### src/rtl/cpu_bus_decoder_pkg.sv
// rtl/cpu_bus_decoder_pkg.sv - shared states, error data words and default address map
package cpu_bus_decoder_pkg;

   // Decoder sequencer states
   typedef enum logic [2:0] {
      ST_IDLE      = 3'd0,
      ST_RAM_WAIT  = 3'd1,
      ST_MMIO_WAIT = 3'd2,
      ST_ERR       = 3'd3,
      ST_DONE      = 3'd4
   } bus_state_e;

   // Read data returned on unmapped accesses and on slave timeouts
   localparam logic [31:0] BUS_ERR_RDATA     = 32'hFFFF_FFFF;
   localparam logic [31:0] BUS_TIMEOUT_RDATA = 32'hDEAD_BEEF;

   // Default address map
   localparam int unsigned DEF_MEM_DEPTH = 65536;
   localparam logic [31:0] DEF_MMIO_BASE = 32'h1000_0000;
   localparam logic [31:0] DEF_MMIO_SIZE = 32'h0000_1000;
   localparam int unsigned DEF_TIMEOUT   = 255;

   // Half-open window test done in 33 bits so base+size never wraps
   function automatic logic addr_in_window(input logic [31:0] addr,
                                           input logic [32:0] lo,
                                           input logic [32:0] hi);
      return ({1'b0, addr} >= lo) && ({1'b0, addr} < hi);
   endfunction

endpackage

### src/rtl/cpu_bus_decoder_bus_watchdog.sv
// rtl/cpu_bus_decoder_bus_watchdog.sv - 16-bit wait counter flagging a slave that never answers
module bus_watchdog
   import cpu_bus_decoder_pkg::*;
#(
   parameter int unsigned TIMEOUT = DEF_TIMEOUT
) (
   input  logic clk,
   input  logic rst,
   input  logic clear,
   input  logic enable,
   output logic expired
);

   localparam logic [15:0] TIMEOUT_CNT = 16'(TIMEOUT);

   logic [15:0] count_q;
   logic [15:0] count_d;

   // Clear wins over count; the sequencer leaves the wait state before any wrap
   always_comb begin
      count_d = count_q;
      if (clear) begin
         count_d = '0;
      end else if (enable) begin
         count_d = count_q + 16'd1;
      end
   end

   // Counter register
   always_ff @(posedge clk) begin
      if (rst) begin
         count_q <= '0;
      end else begin
         count_q <= count_d;
      end
   end

   assign expired = (count_q == TIMEOUT_CNT);

endmodule

### src/rtl/cpu_bus_decoder.sv
// rtl/cpu_bus_decoder.sv - PicoRV32 memory port decoder and sequencer for RAM and one MMIO window
module cpu_bus_decoder
   import cpu_bus_decoder_pkg::*;
#(
   parameter int unsigned MEM_DEPTH = DEF_MEM_DEPTH,
   parameter logic [31:0] MMIO_BASE = DEF_MMIO_BASE,
   parameter logic [31:0] MMIO_SIZE = DEF_MMIO_SIZE,
   parameter int unsigned TIMEOUT   = DEF_TIMEOUT
) (
   input  logic        clk,
   input  logic        rst,
   input  logic        mem_valid,
   input  logic [31:0] mem_addr,
   input  logic [31:0] mem_wdata,
   input  logic [3:0]  mem_wstrb,
   output logic        mem_ready,
   output logic [31:0] mem_rdata,
   output logic        ram_valid,
   output logic [31:0] ram_addr,
   output logic [31:0] ram_wdata,
   output logic [3:0]  ram_wstrb,
   input  logic        ram_ready,
   input  logic [31:0] ram_rdata,
   output logic        mmio_valid,
   output logic [31:0] mmio_addr,
   output logic [31:0] mmio_wdata,
   output logic [3:0]  mmio_wstrb,
   input  logic        mmio_ready,
   input  logic [31:0] mmio_rdata,
   output logic        bus_error,
   output logic [31:0] err_addr,
   output logic [7:0]  err_count
);

   localparam logic [32:0] RAM_LO  = 33'd0;
   localparam logic [32:0] RAM_HI  = 33'(MEM_DEPTH);
   localparam logic [32:0] MMIO_LO = {1'b0, MMIO_BASE};
   localparam logic [32:0] MMIO_HI = {1'b0, MMIO_BASE} + {1'b0, MMIO_SIZE};

   // A map where the MMIO window overlaps RAM, or a zero/oversized timeout, must not build
   generate
      if ((MMIO_SIZE != 32'd0 && MMIO_LO < RAM_HI) || TIMEOUT == 0 || TIMEOUT > 65535) begin : g_bad_params
         $error("cpu_bus_decoder: overlapping address map or TIMEOUT outside 1..65535");
      end
   endgenerate

   bus_state_e  state_q, state_d;
   logic        mem_ready_q, mem_ready_d;
   logic [31:0] mem_rdata_q, mem_rdata_d;
   logic        ram_valid_q, ram_valid_d;
   logic        mmio_valid_q, mmio_valid_d;
   logic [31:0] ram_addr_q, ram_addr_d;
   logic [31:0] mmio_addr_q, mmio_addr_d;
   logic [31:0] req_addr_q, req_addr_d;
   logic [31:0] req_wdata_q, req_wdata_d;
   logic [3:0]  req_wstrb_q, req_wstrb_d;
   logic        bus_error_q, bus_error_d;
   logic [31:0] err_addr_q, err_addr_d;
   logic [7:0]  err_count_q, err_count_d;

   logic ram_hit;
   logic mmio_hit;
   logic wd_clear;
   logic wd_enable;
   logic wd_expired;

   assign ram_hit   = addr_in_window(mem_addr, RAM_LO, RAM_HI);
   assign mmio_hit  = addr_in_window(mem_addr, MMIO_LO, MMIO_HI);
   assign wd_clear  = (state_q == ST_DONE);
   assign wd_enable = (state_q == ST_RAM_WAIT) || (state_q == ST_MMIO_WAIT);

   bus_watchdog #(
      .TIMEOUT (TIMEOUT)
   ) u_watchdog (
      .clk     (clk),
      .rst     (rst),
      .clear   (wd_clear),
      .enable  (wd_enable),
      .expired (wd_expired)
   );

   // Next-state and output logic; slave ready is only honoured in its own wait state
   always_comb begin
      state_d      = state_q;
      mem_ready_d  = mem_ready_q;
      mem_rdata_d  = mem_rdata_q;
      ram_valid_d  = ram_valid_q;
      mmio_valid_d = mmio_valid_q;
      ram_addr_d   = ram_addr_q;
      mmio_addr_d  = mmio_addr_q;
      req_addr_d   = req_addr_q;
      req_wdata_d  = req_wdata_q;
      req_wstrb_d  = req_wstrb_q;
      bus_error_d  = 1'b0;
      err_addr_d   = err_addr_q;
      err_count_d  = err_count_q;

      case (state_q)
         ST_IDLE: begin
            if (mem_valid && !mem_ready_q) begin
               ram_addr_d  = mem_addr;
               mmio_addr_d = mem_addr - MMIO_BASE;
               req_addr_d  = mem_addr;
               req_wdata_d = mem_wdata;
               req_wstrb_d = mem_wstrb;
               if (ram_hit) begin
                  ram_valid_d = 1'b1;
                  state_d     = ST_RAM_WAIT;
               end else if (mmio_hit) begin
                  mmio_valid_d = 1'b1;
                  state_d      = ST_MMIO_WAIT;
               end else begin
                  state_d = ST_ERR;
               end
            end
         end
         ST_RAM_WAIT: begin
            if (ram_ready) begin
               mem_rdata_d = ram_rdata;
               mem_ready_d = 1'b1;
               ram_valid_d = 1'b0;
               state_d     = ST_DONE;
            end else if (wd_expired) begin
               ram_valid_d = 1'b0;
               mem_rdata_d = BUS_TIMEOUT_RDATA;
               mem_ready_d = 1'b1;
               bus_error_d = 1'b1;
               err_addr_d  = req_addr_q;
               err_count_d = (err_count_q == 8'hFF) ? err_count_q : err_count_q + 8'd1;
               state_d     = ST_DONE;
            end
         end
         ST_MMIO_WAIT: begin
            if (mmio_ready) begin
               mem_rdata_d  = mmio_rdata;
               mem_ready_d  = 1'b1;
               mmio_valid_d = 1'b0;
               state_d      = ST_DONE;
            end else if (wd_expired) begin
               mmio_valid_d = 1'b0;
               mem_rdata_d  = BUS_TIMEOUT_RDATA;
               mem_ready_d  = 1'b1;
               bus_error_d  = 1'b1;
               err_addr_d   = req_addr_q;
               err_count_d  = (err_count_q == 8'hFF) ? err_count_q : err_count_q + 8'd1;
               state_d      = ST_DONE;
            end
         end
         ST_ERR: begin
            mem_rdata_d = BUS_ERR_RDATA;
            mem_ready_d = 1'b1;
            bus_error_d = 1'b1;
            err_addr_d  = req_addr_q;
            err_count_d = (err_count_q == 8'hFF) ? err_count_q : err_count_q + 8'd1;
            state_d     = ST_DONE;
         end
         ST_DONE: begin
            mem_ready_d = 1'b0;
            state_d     = ST_IDLE;
         end
         default: begin
            state_d = ST_IDLE;
         end
      endcase
   end

   // State and registered outputs
   always_ff @(posedge clk) begin
      if (rst) begin
         state_q      <= ST_IDLE;
         mem_ready_q  <= 1'b0;
         mem_rdata_q  <= '0;
         ram_valid_q  <= 1'b0;
         mmio_valid_q <= 1'b0;
         ram_addr_q   <= '0;
         mmio_addr_q  <= '0;
         req_addr_q   <= '0;
         req_wdata_q  <= '0;
         req_wstrb_q  <= '0;
         bus_error_q  <= 1'b0;
         err_addr_q   <= '0;
         err_count_q  <= '0;
      end else begin
         state_q      <= state_d;
         mem_ready_q  <= mem_ready_d;
         mem_rdata_q  <= mem_rdata_d;
         ram_valid_q  <= ram_valid_d;
         mmio_valid_q <= mmio_valid_d;
         ram_addr_q   <= ram_addr_d;
         mmio_addr_q  <= mmio_addr_d;
         req_addr_q   <= req_addr_d;
         req_wdata_q  <= req_wdata_d;
         req_wstrb_q  <= req_wstrb_d;
         bus_error_q  <= bus_error_d;
         err_addr_q   <= err_addr_d;
         err_count_q  <= err_count_d;
      end
   end

   assign mem_ready  = mem_ready_q;
   assign mem_rdata  = mem_rdata_q;
   assign ram_valid  = ram_valid_q;
   assign ram_addr   = ram_addr_q;
   assign ram_wdata  = req_wdata_q;
   assign ram_wstrb  = req_wstrb_q;
   assign mmio_valid = mmio_valid_q;
   assign mmio_addr  = mmio_addr_q;
   assign mmio_wdata = req_wdata_q;
   assign mmio_wstrb = req_wstrb_q;
   assign bus_error  = bus_error_q;
   assign err_addr   = err_addr_q;
   assign err_count  = err_count_q;

endmodule

### config.mk
export PLATFORM = sky130hd
export DESIGN_NAME = cpu_bus_decoder
export DESIGN_NICKNAME = d
export VERILOG_FILES = /design/src/rtl/cpu_bus_decoder_pkg.sv /design/src/rtl/cpu_bus_decoder_bus_watchdog.sv /design/src/rtl/cpu_bus_decoder.sv
export SDC_FILE = /design/constraint.sdc
export NUM_CORES = 1
export LEC_CHECK = 0
export ABC_AREA = 1
export BUFFER_PORTS_ARGS = -buffer_cell sky130_fd_sc_hd__buf_4
export CAP_MARGIN = 20
export CELL_PAD_IN_SITES_DETAIL_PLACEMENT = 1
export CELL_PAD_IN_SITES_GLOBAL_PLACEMENT = 2
export CORE_MARGIN = 5
export CORE_UTILIZATION = 25
export DETAILED_ROUTE_END_ITERATION = 16
export PLACE_DENSITY = 0.92
export SKIP_CTS_REPAIR_TIMING = 1
export SYNTH_ARGS = -nofsm -noshare
export SYNTH_HDL_FRONTEND = slang
export SYNTH_SLANG_ARGS = --single-unit
### constraint.sdc
create_clock -name clk -period 2 [get_ports clk]
set_clock_uncertainty 0.1 [all_clocks]
set_input_delay 0.1 -clock clk [delete_from_list [all_inputs] [get_ports clk]]
set_output_delay 0.1 -clock clk [all_outputs]
set_load 0.02 [all_outputs]
==> run_results.csv, run 1 <==
group,metric,value,unit
timing,rsz_0062_raised_after_global_routing,"no",
timing,post-route-worst-setup-slack,183,ps
timing,timing_hold_violations_final,3,
global_routing,grt_first_pass_wirelength,51.7,mm
drt,antenna_violating_nets_post_route,0,
cells_and_area,sequential_cell_area,0.00334,mm^2
cells_and_area,fin_nets,1781,
critical_path,cp_data_arrival_time,2080,ps
power,design_power_total,16.1,mW
logic_synthesis,mappedNetlistNets,1432,
floorplan,io_pins,349,
cells_and_area,finish.cell_count_without_fillers,2100,
logic_synthesis,post_synthesis_sequential_area_ratio,39.3,%
cells_and_area,syn2layout_area_growth,50.1,%
clocking,path_clk_slew,80,ps
logic_synthesis,synth.ff_latch_count,167,
run,max_cap_violations,0,
timing,finalMaxSlewViolations,0,
placement,dp_slack,125,ps
drt,drt_first_iter_violations,327,
cells_and_area,post_route_cells_drive_above_1_share,26.0,%
clocking,htree_num_levels,4,
cells_and_area,fin_util,38.1,%
clocking,cts_tree,"built",
drt,via_count,9600,
global_routing,grt_remaining_overflow,0,
timing,period_minus_slack,1820,ps
floorplan,floorplan.rows,67,
timing,min_period_over_period,90.9,%
cells_and_area,fillerInstances,4228,
drt,viasPerCell,4.57,
timing,final_hold_slack,-66.9,ps
logic_synthesis,ys_types,34,
worst_hold_path,worstHoldPathType,"primary input to flop",
clocking,clkLatencyLatePin,420,ps
power,leakage,6.10,nW
power,ir_drop,598,uV
drt,post_drt_wl_per_cell,16.8,um
clocking,cts_max_path_buffers,2,
global_routing,maximum_number_of_pins_on_one_net_before_global_route_repair,70,
critical_path,start_kind,"flop",
global_routing,grt_antenna_before_repair,0,
floorplan,fp.dieW,194,um
logic_synthesis,cell_area_after_synthesis,0.00851,mm^2
status,failed_checks,"hold timing",
cells_and_area,layout.cells.most_common_list,"356 x sky130_fd_sc_hd__buf_4, 273 x sky130_fd_sc_hd__nand2_1, 235 x sky130_fd_sc_hd__nor2_1",
cells_and_area,layout.cells.most_common,"sky130_fd_sc_hd__buf_4",
floorplan,initial_utilization,25.4,%
critical_path,worst-path-max-fanout,20,
placement,placed_area,0.0112,mm^2
timing,final-setup-viol-count,0,
logic_synthesis,post_synth_inst_count,1290,
floorplan,core_region_area,0.0335,mm^2
power,powerDensity,1260,mW/mm^2
logic_synthesis,syn-mean-instance-area,6.60,um^2
critical_path,worst-endpoint-required,2260,ps
critical_path,cp_capture_type,"flop",
placement,hpwl,24.0,mm
critical_path,critical_path_class,"flop to flop",
timing,actual_transition_at_the_worst_max_transition_pin,507,ps
cells_and_area,antennaDiodeCount,0,
drt,wl,35.3,mm
global_routing,globalRouteTotalUtil,16.6,%
clocking,cts_sinks,167,
drt,drtPass1Iterations,4,
status,status,"finished, violations left",
clocking,cts_root_buf,"sky130_fd_sc_hd__clkbuf_16",
global_routing,first_global_vias,9296,
logic_synthesis,yosysWarnings,0,
placement,placed_cells_incl_taps,1967,
floorplan,fp.dieArea,0.0378,mm^2
timing,fmax,550,MHz
floorplan,y_dimension_of_the_die,194,um
timing,finalSetupTns,0,ps
placement,globalplace.congestion,0.790,
cells_and_area,post-route-cell-area,0.0128,mm^2
drt,post-route-drc-count,0,
placement,buffer_ports.inserted,348,
clocking,numCtsBuffers,17,
cells_and_area,footprint_of_the_multi_input_gates,0.00397,mm^2
timing,slew-limit-headroom,66.2,%
[worst max-delay path, stage by stage (launching register included)]
cell and delay (ps):
sky130_fd_sc_hd__dfxtp_1 350, sky130_fd_sc_hd__ha_1 210, sky130_fd_sc_hd__nand3_1 120, sky130_fd_sc_hd__nor2_2 130, sky130_fd_sc_hd__nand2_2 100, sky130_fd_sc_hd__nand2_4 130, sky130_fd_sc_hd__buf_12 190, sky130_fd_sc_hd__nand3_4 150
sky130_fd_sc_hd__nand2_1 100, sky130_fd_sc_hd__nand2_1 50, sky130_fd_sc_hd__nor2_1 100
[synth_stat cells (all sizes together)]
cell	number	share of area (%)
dfxtp	167	39
ha	5	0.74
xnor2	1	0.10
and2	1	0.074
o31ai	1	0.088
nor4	1	0.074
or2	2	0.15
o22ai	1	0.074
buf	95	8.0
nand3b	1	0.088
nand4	11	0.81
nor2	239	11
nand3	116	7.2
o21ai	145	8.5
nand2	281	13
inv	97	4.3
xor2	5	0.51
o21a	1	0.088
clkbuf	45	2.0
a21oi	64	3.8
nor3	9	0.66
a31oi	2	0.15
[final cells by class]
| cell class | instances | area share (%) |
|---|---|---|
| clock buffers | 17 | 3.33 |
| clock inverters | 15 | 1.22 |
| inverters | 97 | 2.85 |
| multi-input cells | 886 | 31.0 |
| flip-flops and latches | 167 | 26.2 |
| well taps | 448 | 4.39 |
| repair buffers | 470 | 31.0 |
[layer usage]
| metal | share of wire, % | vias to the layer above | wire [um] | global-route usage (%) |
|---|---|---|---|---|
| met5 | 0 | - | 0 | 0 |
| met4 | 1.2 | 0 | 406 | 2.99 |
| met3 | 5.4 | 24 | 1890 | 4.62 |
| met2 | 49 | 242 | 17300 | 28.4 |
| met1 | 44 | 4588 | 15600 | 21.1 |
| li1 | - | 4746 | - | - |
[state kept, by name, summed over array words and instances, names as in the netlist]
| register | cells |
|---|---|
| err_addr | 32 |
| mem_rdata | 32 |
| mmio_addr | 32 |
| mmio_wdata | 32 |
| u_watchdog.count_q | 16 |
| err_count | 8 |
| mmio_wstrb | 4 |
| req_addr_q | 4 |
| state_q | 3 |
| bus_error | 1 |
| mem_ready | 1 |
| mmio_valid | 1 |
| ram_valid | 1 |
[final timing paths]
check	startpoint	end	slack [ps]	cells after the start
worst max-delay path	u_watchdog.count_q[1]$_SDFFE_PP0P_	err_count[0]$_SDFFE_PP0P_	180	10
worst min-delay path	mmio_rdata[11]	mem_rdata[11]$_SDFFE_PP0P_	-70	5
worst max register to register	u_watchdog.count_q[1]$_SDFFE_PP0P_	err_count[0]$_SDFFE_PP0P_	180	10
worst min register to register	mmio_valid$_SDFFE_PP0P_	mmio_valid$_SDFFE_PP0P_	360	2
[power breakdown]
group | internal, mW | total (mW) | switching, mW
Clock | 1.67 | 3.32 | 1.65
Combinational | 3.03 | 7.80 | 4.76
Sequential | 4.17 | 5.00 | 0.830
Total | 8.87 | 16.1 | 7.25
[cell families after synthesis]
| logic type | Yosys count | synth area share (%) |
|---|---|---|
| AO/OA/AOI/OAI | 214 | 12.7 |
| XOR/XNOR | 6 | 0.618 |
| adder cells (fa/ha/maj) | 5 | 0.735 |
| buffers and inverters | 237 | 14.2 |
| flip-flops | 167 | 39.3 |
| AND/OR/NAND/NOR | 661 | 32.4 |
No activity file was read; power rests on OpenSTA's default activity.
==> run 2: changes to the inputs <==
--- a/config.mk
+++ b/config.mk
@@ -6,13 +6,14 @@
 export NUM_CORES = 1
 export LEC_CHECK = 0
 export ABC_AREA = 1
-export BUFFER_PORTS_ARGS = -buffer_cell sky130_fd_sc_hd__buf_4
+export BUFFER_PORTS_ARGS = -buffer_cell sky130_fd_sc_hd__clkbuf_2
 export CAP_MARGIN = 20
 export CELL_PAD_IN_SITES_DETAIL_PLACEMENT = 1
 export CELL_PAD_IN_SITES_GLOBAL_PLACEMENT = 2
 export CORE_MARGIN = 5
 export CORE_UTILIZATION = 25
 export DETAILED_ROUTE_END_ITERATION = 16
+export GPL_TIMING_DRIVEN = 0
 export PLACE_DENSITY = 0.92
 export SKIP_CTS_REPAIR_TIMING = 1
 export SYNTH_ARGS = -nofsm -noshare
==> run_results.csv, run 2 (synthesized netlist as in run 1, its figures left out) <==
group,metric,value,unit
timing,finalMaxSlewViolations,0,
cells_and_area,fin_nets,1898,
cells_and_area,layout.cells.most_common,"sky130_fd_sc_hd__clkbuf_2",
global_routing,grt_first_pass_wirelength,56.1,mm
power,leakage,6.24,nW
timing,post-route-worst-setup-slack,111,ps
cells_and_area,post_route_cells_drive_above_1_share,28.8,%
drt,post-route-drc-count,0,
global_routing,globalRouteTotalUtil,18.4,%
power,p_int,8.75,mW
critical_path,r2r_start,"state_q[2]$_SDFFE_PP0P_",
drt,antenna_violating_nets_post_route,0,
floorplan,io_pins,349,
floorplan,initial_utilization,25.4,%
worst_hold_path,worst_hold_path.num_cells,5,
clocking,cts_sinks,167,
timing,rsz_0062_raised_after_global_routing,"yes",
power,p_comb_share,48.1,%
placement,hpwl,28.5,mm
critical_path,worstPathCellList,"inv_2 > nand3_2 > nand2_1 > clkbuf_1 > nand2_1 > nor2_1 > nor2_1",
critical_path,start_kind,"flop",
drt,post_drt_wl_per_cell,17.1,um
power,power_switching_share,45.9,%
clocking,numCtsBuffers,17,
floorplan,y_dimension_of_the_die,194,um
clocking,cts_max_path_buffers,2,
timing,period_minus_slack,1890,ps
critical_path,rr_worst_depth,7,
floorplan,core_region_area,0.0335,mm^2
critical_path,reg2reg_setup_slack,110,ps
clocking,clkLatencyLatePin,430,ps
timing,slew-limit-headroom,46.7,%
worst_hold_path,hold_path.startpoint,"mmio_rdata[27]",
cells_and_area,fillerInstances,4367,
placement,buffer_ports.inserted,347,
power,powerDensity,1300,mW/mm^2
timing,finalSetupTns,0,ps
critical_path,cp_data_arrival_time,2120,ps
global_routing,maximum_number_of_pins_on_one_net_before_global_route_repair,17,
critical_path,worst-path-max-fanout,10,
power,power.share.sequential,31.2,%
cells_and_area,syn2layout_area_growth,46.4,%
timing,final-setup-viol-count,0,
critical_path,critical_path_class,"flop to flop",
critical_path,crit_slowest_cell,"sky130_fd_sc_hd__clkbuf_1",
status,failed_checks,"hold timing",
critical_path,crit-reg2reg-capture,"mem_rdata[1]$_SDFFE_PP0P_",
timing,actual_transition_at_the_worst_max_transition_pin,799,ps
timing,timing_hold_violations_final,5,
drt,wl,37.9,mm
status,status,"finished, violations left",
critical_path,crit_path_max_incr_delay,450,ps
timing,final_hold_slack,-17.4,ps
drt,drtPass1Iterations,4,
cells_and_area,antennaDiodeCount,0,
timing,fmax,529,MHz
critical_path,worst-endpoint-required,2230,ps
placement,globalplace.congestion,0.813,
timing,min_period_over_period,94.4,%
run,max_cap_violations,0,
power,ir_drop,639,uV
worst_hold_path,worstHoldPathType,"primary input to flop",
global_routing,grt_remaining_overflow,0,
drt,viasPerCell,4.55,
critical_path,cp_capture_type,"flop",
floorplan,fp.dieW,194,um
power,pwr-share-clk,20.8,%
clocking,cts_root_buf,"sky130_fd_sc_hd__clkbuf_16",
floorplan,fp.dieArea,0.0378,mm^2
global_routing,grt_antenna_before_repair,0,
floorplan,floorplan.rows,67,
global_routing,first_global_vias,9990,
placement,dp_slack,-277,ps
clocking,htree_num_levels,4,
power,net-switching-power,7.43,mW
clocking,cts_tree,"built",
worst_hold_path,hold_end,"mem_rdata[27]$_SDFFE_PP0P_",
cells_and_area,layout.cells.most_common_list,"356 x sky130_fd_sc_hd__clkbuf_2, 273 x sky130_fd_sc_hd__nand2_1, 233 x sky130_fd_sc_hd__nor2_1",
clocking,path_clk_slew,70,ps
drt,via_count,10100,
drt,drt_first_iter_violations,294,
## run 2: changes by cell type in the layout (fill, tap and decap cells not counted), moves of 3 or more
cell / delta
sky130_fd_sc_hd__buf_1: +3
sky130_fd_sc_hd__buf_12: -13
sky130_fd_sc_hd__buf_2: +12
sky130_fd_sc_hd__buf_4: -286
sky130_fd_sc_hd__buf_6: +9
sky130_fd_sc_hd__clkbuf_1: +36
sky130_fd_sc_hd__clkbuf_2: +356
sky130_fd_sc_hd__clkbuf_4: +3
sky130_fd_sc_hd__clkbuf_8: +3
sky130_fd_sc_hd__inv_8: -4
## run 2: cell type report
type / instances / area, um^2 / share of cell area (%)
plain buffers: 139 / 882 / 7.08
clock buffers: 21 / 470 / 3.78
clock inverters: 11 / 113 / 0.904
inverters: 97 / 364 / 2.92
multi-input cells: 886 / 3980 / 32.0
flip-flops and latches: 167 / 3340 / 26.8
well taps: 448 / 561 / 4.50
repair buffers: 448 / 2740 / 22.0
## run 2: worst max path at each step
stage	from	end	slack (ps)	depth (start not counted)
after global routing	state_q[1]$_SDFFE_PP0P_	mmio_wdata[11]$_SDFFE_PP0P_	-70	8
final	state_q[2]$_SDFFE_PP0P_	mem_rdata[1]$_SDFFE_PP0P_	110	7
after floorplan	err_count[1]$_SDFFE_PP0P_	err_count[0]$_SDFFE_PP0P_	260	8
after global placement	rst	mmio_wdata[23]$_SDFFE_PP0P_	-210	6
after detailed placement	rst	mmio_wdata[27]$_SDFFE_PP0P_	-280	6
after CTS	mem_ready$_SDFFE_PP0P_	mmio_wdata[30]$_SDFFE_PP0P_	-190	8
## run 2: routing by layer
layer	up-vias	part of all wire, %	global-route usage (%)
met1	4794	43	23.1
met2	265	50	32.1
met5	-	0	0
met4	0	1.5	3.93
met3	40	5.0	4.33
li1	4995	-	-
## run 2: power groups by stage
| stage | combinational (mW) | sequential [mW] | clock [mW] |
|---|---|---|---|
| after floorplan | 3.95 | 5.77 | 0 |
| after global placement | 7.35 | 5.06 | 0 |
| after detailed placement | 7.51 | 5.09 | 0 |
| after CTS | 7.52 | 5.02 | 3.46 |
| after global routing | 8.49 | 5.16 | 3.59 |
| final | 7.78 | 5.04 | 3.36 |
## run 2: worst max-delay path: cells and delay by family, from the launching register on
| family | cells | cell delay [ps] |
|---|---|---|
| AND/OR/NAND/NOR | 5 | 720 |
| flip-flops | 1 | 370 |
| buffers and inverters | 2 | 600 |
## run 2: through the flow
stage          total power, mW  util, %  instances  area [um^2]  hold slack (ps)
3_5_place_dp              12.6     32.2       2085        10800              230
6_report                  16.2     37.2       2217        12500            -17.4
3_3_place_gp              12.4     32.2       2085        10800              222
2_1_floorplan             9.72        -       1290         8510             90.1
5_1_grt                   17.2     37.2       2217        12500             8.71
4_1_cts                   16.0     34.0       2117        11400             -234
==> run 3: changes to the inputs <==
--- a/config.mk
+++ b/config.mk
@@ -18,4 +18,5 @@
 export SKIP_CTS_REPAIR_TIMING = 1
 export SYNTH_ARGS = -nofsm -noshare
 export SYNTH_HDL_FRONTEND = slang
+export SYNTH_HIERARCHICAL = 1
 export SYNTH_SLANG_ARGS = --single-unit
==> run_results.csv, run 3 <==
group,metric,value,unit
status,status,"finished, violations left",
status,failed_checks,"hold timing, setup timing",
placement,globalplace.congestion,0.819,
timing,rsz_0062_raised_after_global_routing,"yes",
global_routing,globalRouteTotalUtil,17.8,%
logic_synthesis,dominant_combinational_cell_family_by_area_after_synthesis,"simple AND/OR/NAND/NOR gates",
logic_synthesis,synth_top_cells_by_count,"251 x sky130_fd_sc_hd__nor2_1, 175 x sky130_fd_sc_hd__nand2_1, 167 x sky130_fd_sc_hd__dfxtp_1",
floorplan,initial_utilization,25.2,%
floorplan,y_dimension_of_the_die,188,um
drt,post-route-drc-count,0,
clocking,cts_tree,"built",
timing,timing_hold_violations_final,10,
logic_synthesis,cell_area_after_synthesis,0.00793,mm^2
timing,final-setup-viol-count,50,
clocking,cts_root_buf,"sky130_fd_sc_hd__clkbuf_16",
floorplan,floorplan.rows,65,
critical_path,worst-endpoint-required,2150,ps
drt,antenna_violating_nets_post_route,0,
floorplan,io_pins,349,
critical_path,cp_data_arrival_time,2260,ps
clocking,cts_sinks,167,
power,powerDensity,1450,mW/mm^2
run,max_cap_violations,0,
drt,wl,35.0,mm
logic_synthesis,synth_enable_flop_cells,0,
critical_path,cp_capture_type,"flop",
worst_hold_path,worstHoldPathType,"primary input to flop",
critical_path,critical_path_class,"flop to flop",
logic_synthesis,synthesized_area_fraction_occupied_by_and_or_nand_nor_cells,26.3,%
floorplan,fp.dieArea,0.0354,mm^2
placement,buffer_ports.inserted,347,
clocking,clkLatencyLatePin,420,ps
drt,viasPerCell,4.54,
clocking,htree_num_levels,4,
drt,via_count,9266,
logic_synthesis,ys_types,38,
logic_synthesis,asyncSetResetFlopFracSynth,0,%
logic_synthesis,synthesized_area_fraction_occupied_by_xor_and_xnor_cells,0.663,%
critical_path,worst-path-max-fanout,7,
timing,post-route-worst-setup-slack,-111,ps
cells_and_area,fin_nets,1766,
timing,fmax,474,MHz
clocking,numCtsBuffers,17,
logic_synthesis,post_synthesis_sequential_area_ratio,42.2,%
global_routing,grt_first_pass_wirelength,50.5,mm
cells_and_area,antennaDiodeCount,0,
logic_synthesis,synth.ff_latch_count,167,
floorplan,core_region_area,0.0314,mm^2
cells_and_area,layout.cells.most_common,"sky130_fd_sc_hd__clkbuf_2",
placement,placed_cells_incl_taps,1871,
cells_and_area,post_route_cells_drive_above_1_share,34.3,%
clocking,cts_max_path_buffers,2,
cells_and_area,layout.cells.most_common_list,"347 x sky130_fd_sc_hd__clkbuf_2, 245 x sky130_fd_sc_hd__nor2_1, 165 x sky130_fd_sc_hd__nand2_1",
global_routing,maximum_number_of_pins_on_one_net_before_global_route_repair,17,
logic_synthesis,netlist.area_leader.share,42.2,%
logic_synthesis,yosys.cell_count.top_type,"sky130_fd_sc_hd__nor2_1",
timing,actual_transition_at_the_worst_max_transition_pin,885,ps
cells_and_area,finish.cell_count_without_fillers,2039,
timing,period_minus_slack,2110,ps
logic_synthesis,synth_area_leader_cell,"sky130_fd_sc_hd__dfxtp_1",
global_routing,grt_remaining_overflow,0,
drt,post_drt_wl_per_cell,17.1,um
global_routing,grt_antenna_before_repair,0,
logic_synthesis,post_synth_inst_count,1122,
logic_synthesis,synth.mux.area_fraction,0,%
logic_synthesis,synth_compound_gate_area_share,16.1,%
timing,final_hold_slack,-52.0,ps
logic_synthesis,post_synth_fa_ha_maj_area_fraction,0.789,%
timing,min_period_over_period,106,%
drt,drtPass1Iterations,4,
placement,hpwl,26.1,mm
logic_synthesis,syn-mean-instance-area,7.06,um^2
logic_synthesis,synthTopCellsByArea,"sky130_fd_sc_hd__dfxtp_1 42%, sky130_fd_sc_hd__nor2_1 12%, sky130_fd_sc_hd__nand2_1 8.3%",
power,ir_drop,599,uV
logic_synthesis,yosysWarnings,6,
timing,finalMaxSlewViolations,0,
cells_and_area,fillerInstances,3957,
timing,finalSetupTns,-2360,ps
clocking,path_clk_slew,70,ps
global_routing,first_global_vias,8926,
logic_synthesis,synth_flop_cell,"sky130_fd_sc_hd__dfxtp_1",
timing,slew-limit-headroom,41.0,%
floorplan,fp.dieW,188,um
drt,drt_first_iter_violations,222,
cells_and_area,syn2layout_area_growth,56.2,%
logic_synthesis,mappedNetlistNets,1264,
critical_path,start_kind,"flop",
power,leakage,5.84,nW
[run 3: changes by cell type in the layout (fill, tap and decap cells not counted), moves of 7 or more]
| cell | previous run | this run |
|---|---|---|
| sky130_fd_sc_hd__o21ai_0 | 144 | 112 |
| sky130_fd_sc_hd__dlygate4sd3_1 | 99 | 113 |
| sky130_fd_sc_hd__o21ai_1 | 1 | 20 |
| sky130_fd_sc_hd__nand4_1 | 11 | 18 |
| sky130_fd_sc_hd__clkbuf_1 | 36 | 25 |
| sky130_fd_sc_hd__nand3_1 | 111 | 36 |
| sky130_fd_sc_hd__buf_4 | 70 | 85 |
| sky130_fd_sc_hd__clkbuf_2 | 356 | 347 |
| sky130_fd_sc_hd__inv_1 | 91 | 64 |
| sky130_fd_sc_hd__nor2_1 | 233 | 245 |
| sky130_fd_sc_hd__a211oi_1 | 0 | 10 |
| sky130_fd_sc_hd__o211ai_1 | 0 | 9 |
| sky130_fd_sc_hd__nand2_1 | 273 | 165 |
[run 3: logic make-up after synthesis]
kind of cell	count (synthesis)
simple gates	505
compound gates	238
buf+inv	201
flops	167
xor+xnor	6
fa+ha+maj	5
[run 3: routing by layer]
layer / GRT usage (%) / vias to the layer above / wire, um / part of all wire [%]
met4: 3.16 / 0 / 379 / 1.1
met2: 32.6 / 262 / 18500 / 53
met3: 4.75 / 24 / 1990 / 5.7
met5: 0 / - / 0 / 0
met1: 21.0 / 4412 / 14100 / 40
li1: - / 4568 / - / -
[run 3: path summary, 6_finish.rpt]
check | startpoint | end | slack (ps) | cells past startpoint
worst max-delay path | u_watchdog/count_q[0]$_SDFFE_PP0P_ | err_count[2]$_SDFFE_PP0P_ | -110 | 11
worst min-delay path | ram_rdata[15] | mem_rdata[15]$_SDFFE_PP0P_ | -50 | 5
worst max register to register | u_watchdog/count_q[0]$_SDFFE_PP0P_ | err_count[2]$_SDFFE_PP0P_ | -110 | 11
worst min register to register | mmio_valid$_SDFFE_PP0P_ | mmio_valid$_SDFFE_PP0P_ | 350 | 2
[run 3: final cells by class]
class	count	area (um^2)	share of cell area, %
multi-input cells	755	3690	29.8
repair buffers	482	3080	24.8
clock inverters	13	109	0.879
inverters	76	294	2.37
clock buffers	19	443	3.58
well taps	402	503	4.06
flip-flops and latches	167	3360	27.1
plain buffers	125	915	7.39
[run 3: power breakdown]
group / leakage (nW) / internal (mW) / switching [mW]
registers: 1.37 / 4.38 / 0.939
clock network: 0.263 / 1.66 / 1.53
logic: 4.21 / 3.54 / 5.95
total: 5.84 / 9.58 / 8.42
[run 3: critical path, stage by stage (launching register included)]
cell and delay, ps:
sky130_fd_sc_hd__dfxtp_4 380, sky130_fd_sc_hd__ha_4 160, sky130_fd_sc_hd__nand3_4 80, sky130_fd_sc_hd__nor2_4 110, sky130_fd_sc_hd__nor4b_4 230, sky130_fd_sc_hd__buf_6 190
sky130_fd_sc_hd__nand3_4 90, sky130_fd_sc_hd__nand3_4 200, sky130_fd_sc_hd__buf_12 170, sky130_fd_sc_hd__nand2_8 70, sky130_fd_sc_hd__nand2_2 60, sky130_fd_sc_hd__a21oi_1 70
[run 3: metrics by stage]
step / utilization (%) / total power [mW] / worst slack (ps) / area, um^2 / hold WS, ps
2_1_floorplan: - / 11.1 / 2.58 / 7940 / 148
3_5_place_dp: 32.4 / 14.3 / -502 / 10200 / 262
4_1_cts: 34.2 / 17.6 / -535 / 10700 / -194
5_1_grt: 39.5 / 19.3 / -212 / 12400 / 3.22
3_3_place_gp: 32.4 / 14.1 / -449 / 10200 / 250
6_report: 39.5 / 18.0 / -111 / 12400 / -52.0
